===== src/rtl/shift_add_pipe_if.sv =====
// rtl/shift_add_pipe_if.sv - valid/ready sample stream into and out of shift_add_pipe
interface shift_add_pipe_if #(
   parameter int WIDTH = 38
);
   logic                    in_valid;
   logic                    in_ready;
   logic signed [WIDTH-1:0] data_i;
   logic                    out_valid;
   logic                    out_ready;
   logic signed [WIDTH-1:0] data_o;

   modport master (
      output in_valid, data_i, out_ready,
      input  in_ready, out_valid, data_o
   );

   modport slave (
      input  in_valid, data_i, out_ready,
      output in_ready, out_valid, data_o
   );
endinterface


===== src/rtl/shift_add_pipe.sv =====
// rtl/shift_add_pipe.sv - multi-stage shift-and-add constant-gain scaler, y = x * prod(1 +/- 2^-S_k)
// Saturation and the sticky overflow flag exist only when SHADD_SAT_EN is defined.
module shift_add_pipe #(
   parameter int                  WIDTH    = 38,
   parameter int                  STAGES   = 4,
   parameter logic [8*STAGES-1:0] SHIFTS   = {8'd2, 8'd4, 8'd8, 8'd16},
   parameter logic [7:0]          SUB_MASK = 8'd0
) (
   input  logic                   clk,
   input  logic                   rst,
   shift_add_pipe_if.slave        bus,
   output logic                   ovf_o
);

   logic [STAGES-1:0][WIDTH-1:0] data_q;
   logic [STAGES-1:0][WIDTH-1:0] data_d;
   logic [STAGES-1:0]            vld_q;
   logic [STAGES-1:0]            vld_d;
   logic                         adv;

   // The whole chain moves in lockstep; a stalled output freezes every stage.
   assign adv           = !vld_q[STAGES-1] || bus.out_ready;
   assign bus.in_ready  = adv;
   assign bus.out_valid = vld_q[STAGES-1];
   assign bus.data_o    = data_q[STAGES-1];

`ifdef SHADD_SAT_EN
   localparam logic [WIDTH-1:0] SAT_MAX = {1'b0, {(WIDTH-1){1'b1}}};
   localparam logic [WIDTH-1:0] SAT_MIN = {1'b1, {(WIDTH-1){1'b0}}};
   logic [STAGES-1:0] stage_ovf;
`endif

   for (genvar k = 0; k < STAGES; k++) begin : g_stage
      localparam int SH = int'(SHIFTS[8*k +: 8]);

      logic signed [WIDTH-1:0] src;
      logic                    src_v;

      if (k == 0) begin : g_first
         assign src   = bus.data_i;
         assign src_v = bus.in_valid;
      end else begin : g_next
         assign src   = data_q[k-1];
         assign src_v = vld_q[k-1];
      end

`ifdef SHADD_SAT_EN
      logic signed [WIDTH:0] ext;
      logic signed [WIDTH:0] sum;
      logic                  ovf;

      assign ext = {src[WIDTH-1], src};
      assign sum = SUB_MASK[k] ? (ext - (ext >>> SH)) : (ext + (ext >>> SH));
      assign ovf = (sum[WIDTH] != sum[WIDTH-1]);
      assign stage_ovf[k] = src_v && ovf;
      assign data_d[k] = ovf ? (sum[WIDTH] ? SAT_MIN : SAT_MAX) : sum[WIDTH-1:0];
`else
      // Wrapping keeps only the low WIDTH bits, so the extra sum bit is never needed.
      logic signed [WIDTH-1:0] term;

      assign term      = src >>> SH;
      assign data_d[k] = SUB_MASK[k] ? (src - term) : (src + term);
`endif

      assign vld_d[k] = src_v;
   end

   always_ff @(posedge clk) begin
      if (rst) begin
         data_q <= '0;
         vld_q  <= '0;
      end else if (adv) begin
         data_q <= data_d;
         vld_q  <= vld_d;
      end
   end

`ifdef SHADD_SAT_EN
   logic ovf_q;

   always_ff @(posedge clk) begin
      if (rst) begin
         ovf_q <= 1'b0;
      end else if (adv && (|stage_ovf)) begin
         ovf_q <= 1'b1;
      end
   end

   assign ovf_o = ovf_q;
`else
   assign ovf_o = 1'b0;
`endif

endmodule


===== src/flat_wrapper.sv =====
// flat-port wrapper written by rule: the top's interface ports become plain ports
module shift_add_pipe_flat 
#(
   parameter int                  WIDTH    = 38,
   parameter int                  STAGES   = 4,
   parameter logic [8*STAGES-1:0] SHIFTS   = {8'd2, 8'd4, 8'd8, 8'd16},
   parameter logic [7:0]          SUB_MASK = 8'd0
)
  (clk, rst, ovf_o, bus_in_valid, bus_data_i, bus_out_ready, bus_in_ready, bus_out_valid, bus_data_o);
  shift_add_pipe_if #(.WIDTH(WIDTH)) bus_i ();
  input  logic clk;
  input  logic rst;
  output logic ovf_o;
  input wire logic [$bits(bus_i.in_valid)-1:0] bus_in_valid;
  input wire logic [$bits(bus_i.data_i)-1:0] bus_data_i;
  input wire logic [$bits(bus_i.out_ready)-1:0] bus_out_ready;
  output wire logic [$bits(bus_i.in_ready)-1:0] bus_in_ready;
  output wire logic [$bits(bus_i.out_valid)-1:0] bus_out_valid;
  output wire logic [$bits(bus_i.data_o)-1:0] bus_data_o;
  assign bus_i.in_valid = bus_in_valid;
  assign bus_i.data_i = bus_data_i;
  assign bus_i.out_ready = bus_out_ready;
  assign bus_in_ready = bus_i.in_ready;
  assign bus_out_valid = bus_i.out_valid;
  assign bus_data_o = bus_i.data_o;
  shift_add_pipe #(.WIDTH(WIDTH), .STAGES(STAGES), .SHIFTS(SHIFTS), .SUB_MASK(SUB_MASK)) u_core (.clk(clk), .rst(rst), .bus(bus_i), .ovf_o(ovf_o));
endmodule

===== config.mk =====
export PLATFORM = sky130hd
export DESIGN_NAME = shift_add_pipe_flat
export DESIGN_NICKNAME = d
export VERILOG_FILES = /design/src/rtl/shift_add_pipe_if.sv /design/src/rtl/shift_add_pipe.sv /design/src/flat_wrapper.sv
export SDC_FILE = /design/constraint.sdc
export NUM_CORES = 1
export LEC_CHECK = 0
export ABC_AREA = 1
export CELL_PAD_IN_SITES_DETAIL_PLACEMENT = 0
export CELL_PAD_IN_SITES_GLOBAL_PLACEMENT = 1
export CORE_ASPECT_RATIO = 2
export CORE_UTILIZATION = 47
export CTS_CLUSTER_DIAMETER = 40
export CTS_CLUSTER_SIZE = 25
export DETAILED_ROUTE_END_ITERATION = 10
export GPL_TIMING_DRIVEN = 0
export PLACE_DENSITY_LB_ADDON = 0.1
export SYNTH_ARGS = -nofsm -noshare
export SYNTH_HDL_FRONTEND = slang
export SYNTH_SLANG_ARGS = --single-unit

===== constraint.sdc =====
create_clock -name clk -period 3.1 [get_ports clk]
set_input_delay 0.465 -clock clk [delete_from_list [all_inputs] [get_ports clk]]
set_output_delay 0.465 -clock clk [all_outputs]
set_load 0.02 [all_outputs]

==> flow_summary.yaml, run 1 <==
placed_design:
  post-place-ws_ns: -0.234
  dp_hpwl_um: 51700
  place_congestion: 0.961
  dpl-instance-area_um2: 17900
  dpl.cell_count: 3403
  io_buffer_count: 81
timing:
  finalCritPeriodShare: 0.970
  fin_ws_ns: 0.0929
  hold_viol_final: 0
  finalSetupViolCount: 0
  worstMarginPinSlew_ns: 1.06
  skew_ns: 0.0110
  drv_slew: 0
  fin_tns_setup_ns: 0
  slew_headroom: 0.294
  min_period_ns: 3.01
  holdWs_ns: 0.468
  fmax_ghz: 0.333
  grt_setup_unrepaired: "false"
critical_path:
  slowest_delay_ns: 0.65
  r2r-start: "u_core.g_stage[3].src[23]$_SDFFE_PP0P_"
  critPathArrivalTime_ns: 2.54
  slowest_stage: "clkdlybuf4s50_1"
  cp-end-kind: "output pin"
  start_kind: "input pin"
  crit_type: "input pin to output pin"
  crit_top_cell: "buf_2"
  crit_chain: "clkdlybuf4s50_1, nor2_2, inv_1, buf_2, buf_2, buf_2, clkdlybuf4s50_1"
  reg2reg_slack_ns: 0.57
  reg2reg_to: "u_core.bus.data_o[34]$_SDFFE_PP0P_"
  reg2reg_depth: 11
  critPathMaxFanout: 10
  worstPathRequired_ns: 2.63
clock_network:
  cts_resized: 0
  cts_hold_buf: 0
  cts_max_path_buffers: 2
  cts_buffers: 17
  htree_num_levels: 4
  cts_tree: "yes"
  clkLatencyLatePin_ns: 0.46
  clk_pin_slew_ns: 0.07
  postCtsSetupBuffers: 0
  cts_sinks: 156
  cts-root-buf: "clkbuf_16"
global_route:
  antenna_found_initial: 1
  grt_pass1_wl_um: 93200
  grt_pass1_vias: 18321
  grt_usage: 0.347
  grt_max_degree: 17
  grt_overflow: 0
power:
  p_per_area_nw_per_um2: 537
  p_seq_frac: 0.288
  power.leakage_nw: 11.3
  p_int_mw: 5.44
  pwr-share-clk: 0.214
  irDropWorstVdd_uv: 481
  p_sw_mw: 4.51
  power_frac_comb: 0.498
  p_total_mw: 9.95
  power_switching_share: 0.453
layout:
  drive_above_1_share: 0.0454
  nNetsFinal: 3175
  fillers: 3716
  syn_to_final_growth_pct: 11.8
  final_area_um2: 18500
  antenna_cells: 0
  final_common_cell: "nand2_1"
  multi_input_area_um2: 11000
  seq_area_um2: 3120
  final_core_utilization: 0.537
  final_cell_mix: "837 x nand2_1, 598 x inv_1, 241 x nor2_1"
  finalNonFillerCells: 3435
synthesis:
  synth_fp_nets: 3075
  ys_seq_area_frac: 0.189
  synth_edf_count: 0
  synth.cell_area_um2: 16600
  synthTopCellsByArea: "nand2_1 19%, dfxtp_1 19%, inv_1 14%, ha_1 11%, nand3_1 5.8%"
  synth_warnings: 0
  async_flop_share: 0
  synth_top_area_frac: 0.190
  syn_avg_cell_area_um2: 5.75
  ys_seq_elements: 156
  synth_cell_types: 32
  synth-main-ff-cell: "dfxtp_1"
  syn_inst: 2881
  synth_top_area_cell: "nand2_1"
drt:
  first_pass_iters: 7
  routed_via_density: 5.20
  vias: 17869
  drc: 0
  drt_iter0_markers: 716
  wl_um: 60500
  post_drt_wl_per_cell_um: 17.6
  postRouteAntennaNets: 0
floorplanning:
  rows: 96
  die_y_um: 267
  initial_core_util: 0.480
  die_x_um: 135
  ios: 83
  die-area_um2: 36000
  core-area_um2: 34500
worst_hold_path:
  whs_path_depth: 2
  hp-start: "u_core.vld_q[2]$_SDFFE_PP0P_"
  min_to: "u_core.vld_q[3]$_SDFFE_PP0P_"
  hold_class: "flip-flop to flip-flop"
job:
  cap_violations: 0
status:
  status: "finished clean"
## power groups by stage
stage | registers [mW] | logic [mW] | clock network (mW)
global placement | 2.89 | 4.83 | 0
global route | 2.91 | 5.54 | 2.26
floorplan | 2.96 | 3.29 | 0
detailed placement | 2.90 | 4.89 | 0
CTS | 2.86 | 4.93 | 2.16
finish | 2.87 | 4.96 | 2.13
## sequential cells by signal, summed over array words and instances (netlist names)
name	flops
u_core.g_stage.src	114
u_core.vld_q	4
u_core.bus.data_o	38
## cell usage after synthesis (5+ instances only)
| library cell | instances |
|---|---|
| clkbuf_1 | 33 |
| buf_1 | 9 |
| o21bai_1 | 84 |
| a21oi_1 | 150 |
| inv_1 | 598 |
| dfxtp_1 | 156 |
| nand3_2 | 24 |
| nand2_2 | 35 |
| buf_2 | 9 |
| o21ai_0 | 193 |
| o211ai_1 | 11 |
| nor3_1 | 30 |
| nand3_1 | 193 |
| o21ai_1 | 5 |
| ha_1 | 148 |
| and2_4 | 5 |
| nor2_1 | 242 |
| xor2_1 | 68 |
| nand2_1 | 837 |
| nor2_2 | 16 |
| nand4_1 | 8 |
## worst max path at each step
stage | start | end | cells after the start
6_report | bus_out_ready | bus_in_ready | 7
5_1_grt | bus_out_ready | bus_in_ready | 7
4_1_cts | bus_out_ready | bus_in_ready | 7
3_5_place_dp | bus_data_i[37] | u_core.g_stage[1].src[32]$_SDFFE_PP0P_ | 12
3_3_place_gp | bus_data_i[37] | u_core.g_stage[1].src[32]$_SDFFE_PP0P_ | 12
2_1_floorplan | bus_data_i[0] | u_core.g_stage[1].src[24]$_SDFFE_PP0P_ | 15
## cell families (layout without fill, tap and decap cells)
logic type,count (synthesis),in the layout,synth area share
AOI/OAI and AO/OA,446,446,0.150
buffers and inverters,652,765,0.149
DFF,156,156,0.189
adders and majority gates,152,152,0.117
xor gates and xnor gates,68,68,0.0360
and+or+nand+nor,1406,1406,0.360
other,1,1,0.000226
## worst max-delay path, delay by kind of cell
family / cells / cell delay (ns)
buffers and inverters: 6 / 2.00
AND/OR/NAND/NOR: 1 / 0.08
## final cells by class
cell class	instances	area share
Multi-Input combinational cell	2073	0.593
Sequential cell	156	0.169
Inverter	600	0.122
Timing Repair Buffer	81	0.0439
Tap cell	441	0.0298
Clock buffer	18	0.0237
Buffer	52	0.0114
Clock inverter	14	0.00804
## layer usage
metal	track usage	part of all wire	vias to the layer above
li1	-	-	9192
met2	0.712	0.56	447
met4	0.339	0.11	2
met5	0	0.00020	-
met3	0.0358	0.025	247
met1	0.265	0.30	7981
No activity file was read; power rests on OpenSTA's default activity.
==> run 2, diff against run 1 <==
--- a/config.mk
+++ b/config.mk
@@ -10,7 +10,7 @@
 export CELL_PAD_IN_SITES_GLOBAL_PLACEMENT = 1
 export CORE_ASPECT_RATIO = 2
 export CORE_UTILIZATION = 47
-export CTS_CLUSTER_DIAMETER = 40
+export CTS_CLUSTER_DIAMETER = 50
 export CTS_CLUSTER_SIZE = 25
 export DETAILED_ROUTE_END_ITERATION = 10
 export GPL_TIMING_DRIVEN = 0
==> results of run 2 <==
Final layout, timing and power as in run 1 (identical DEF).
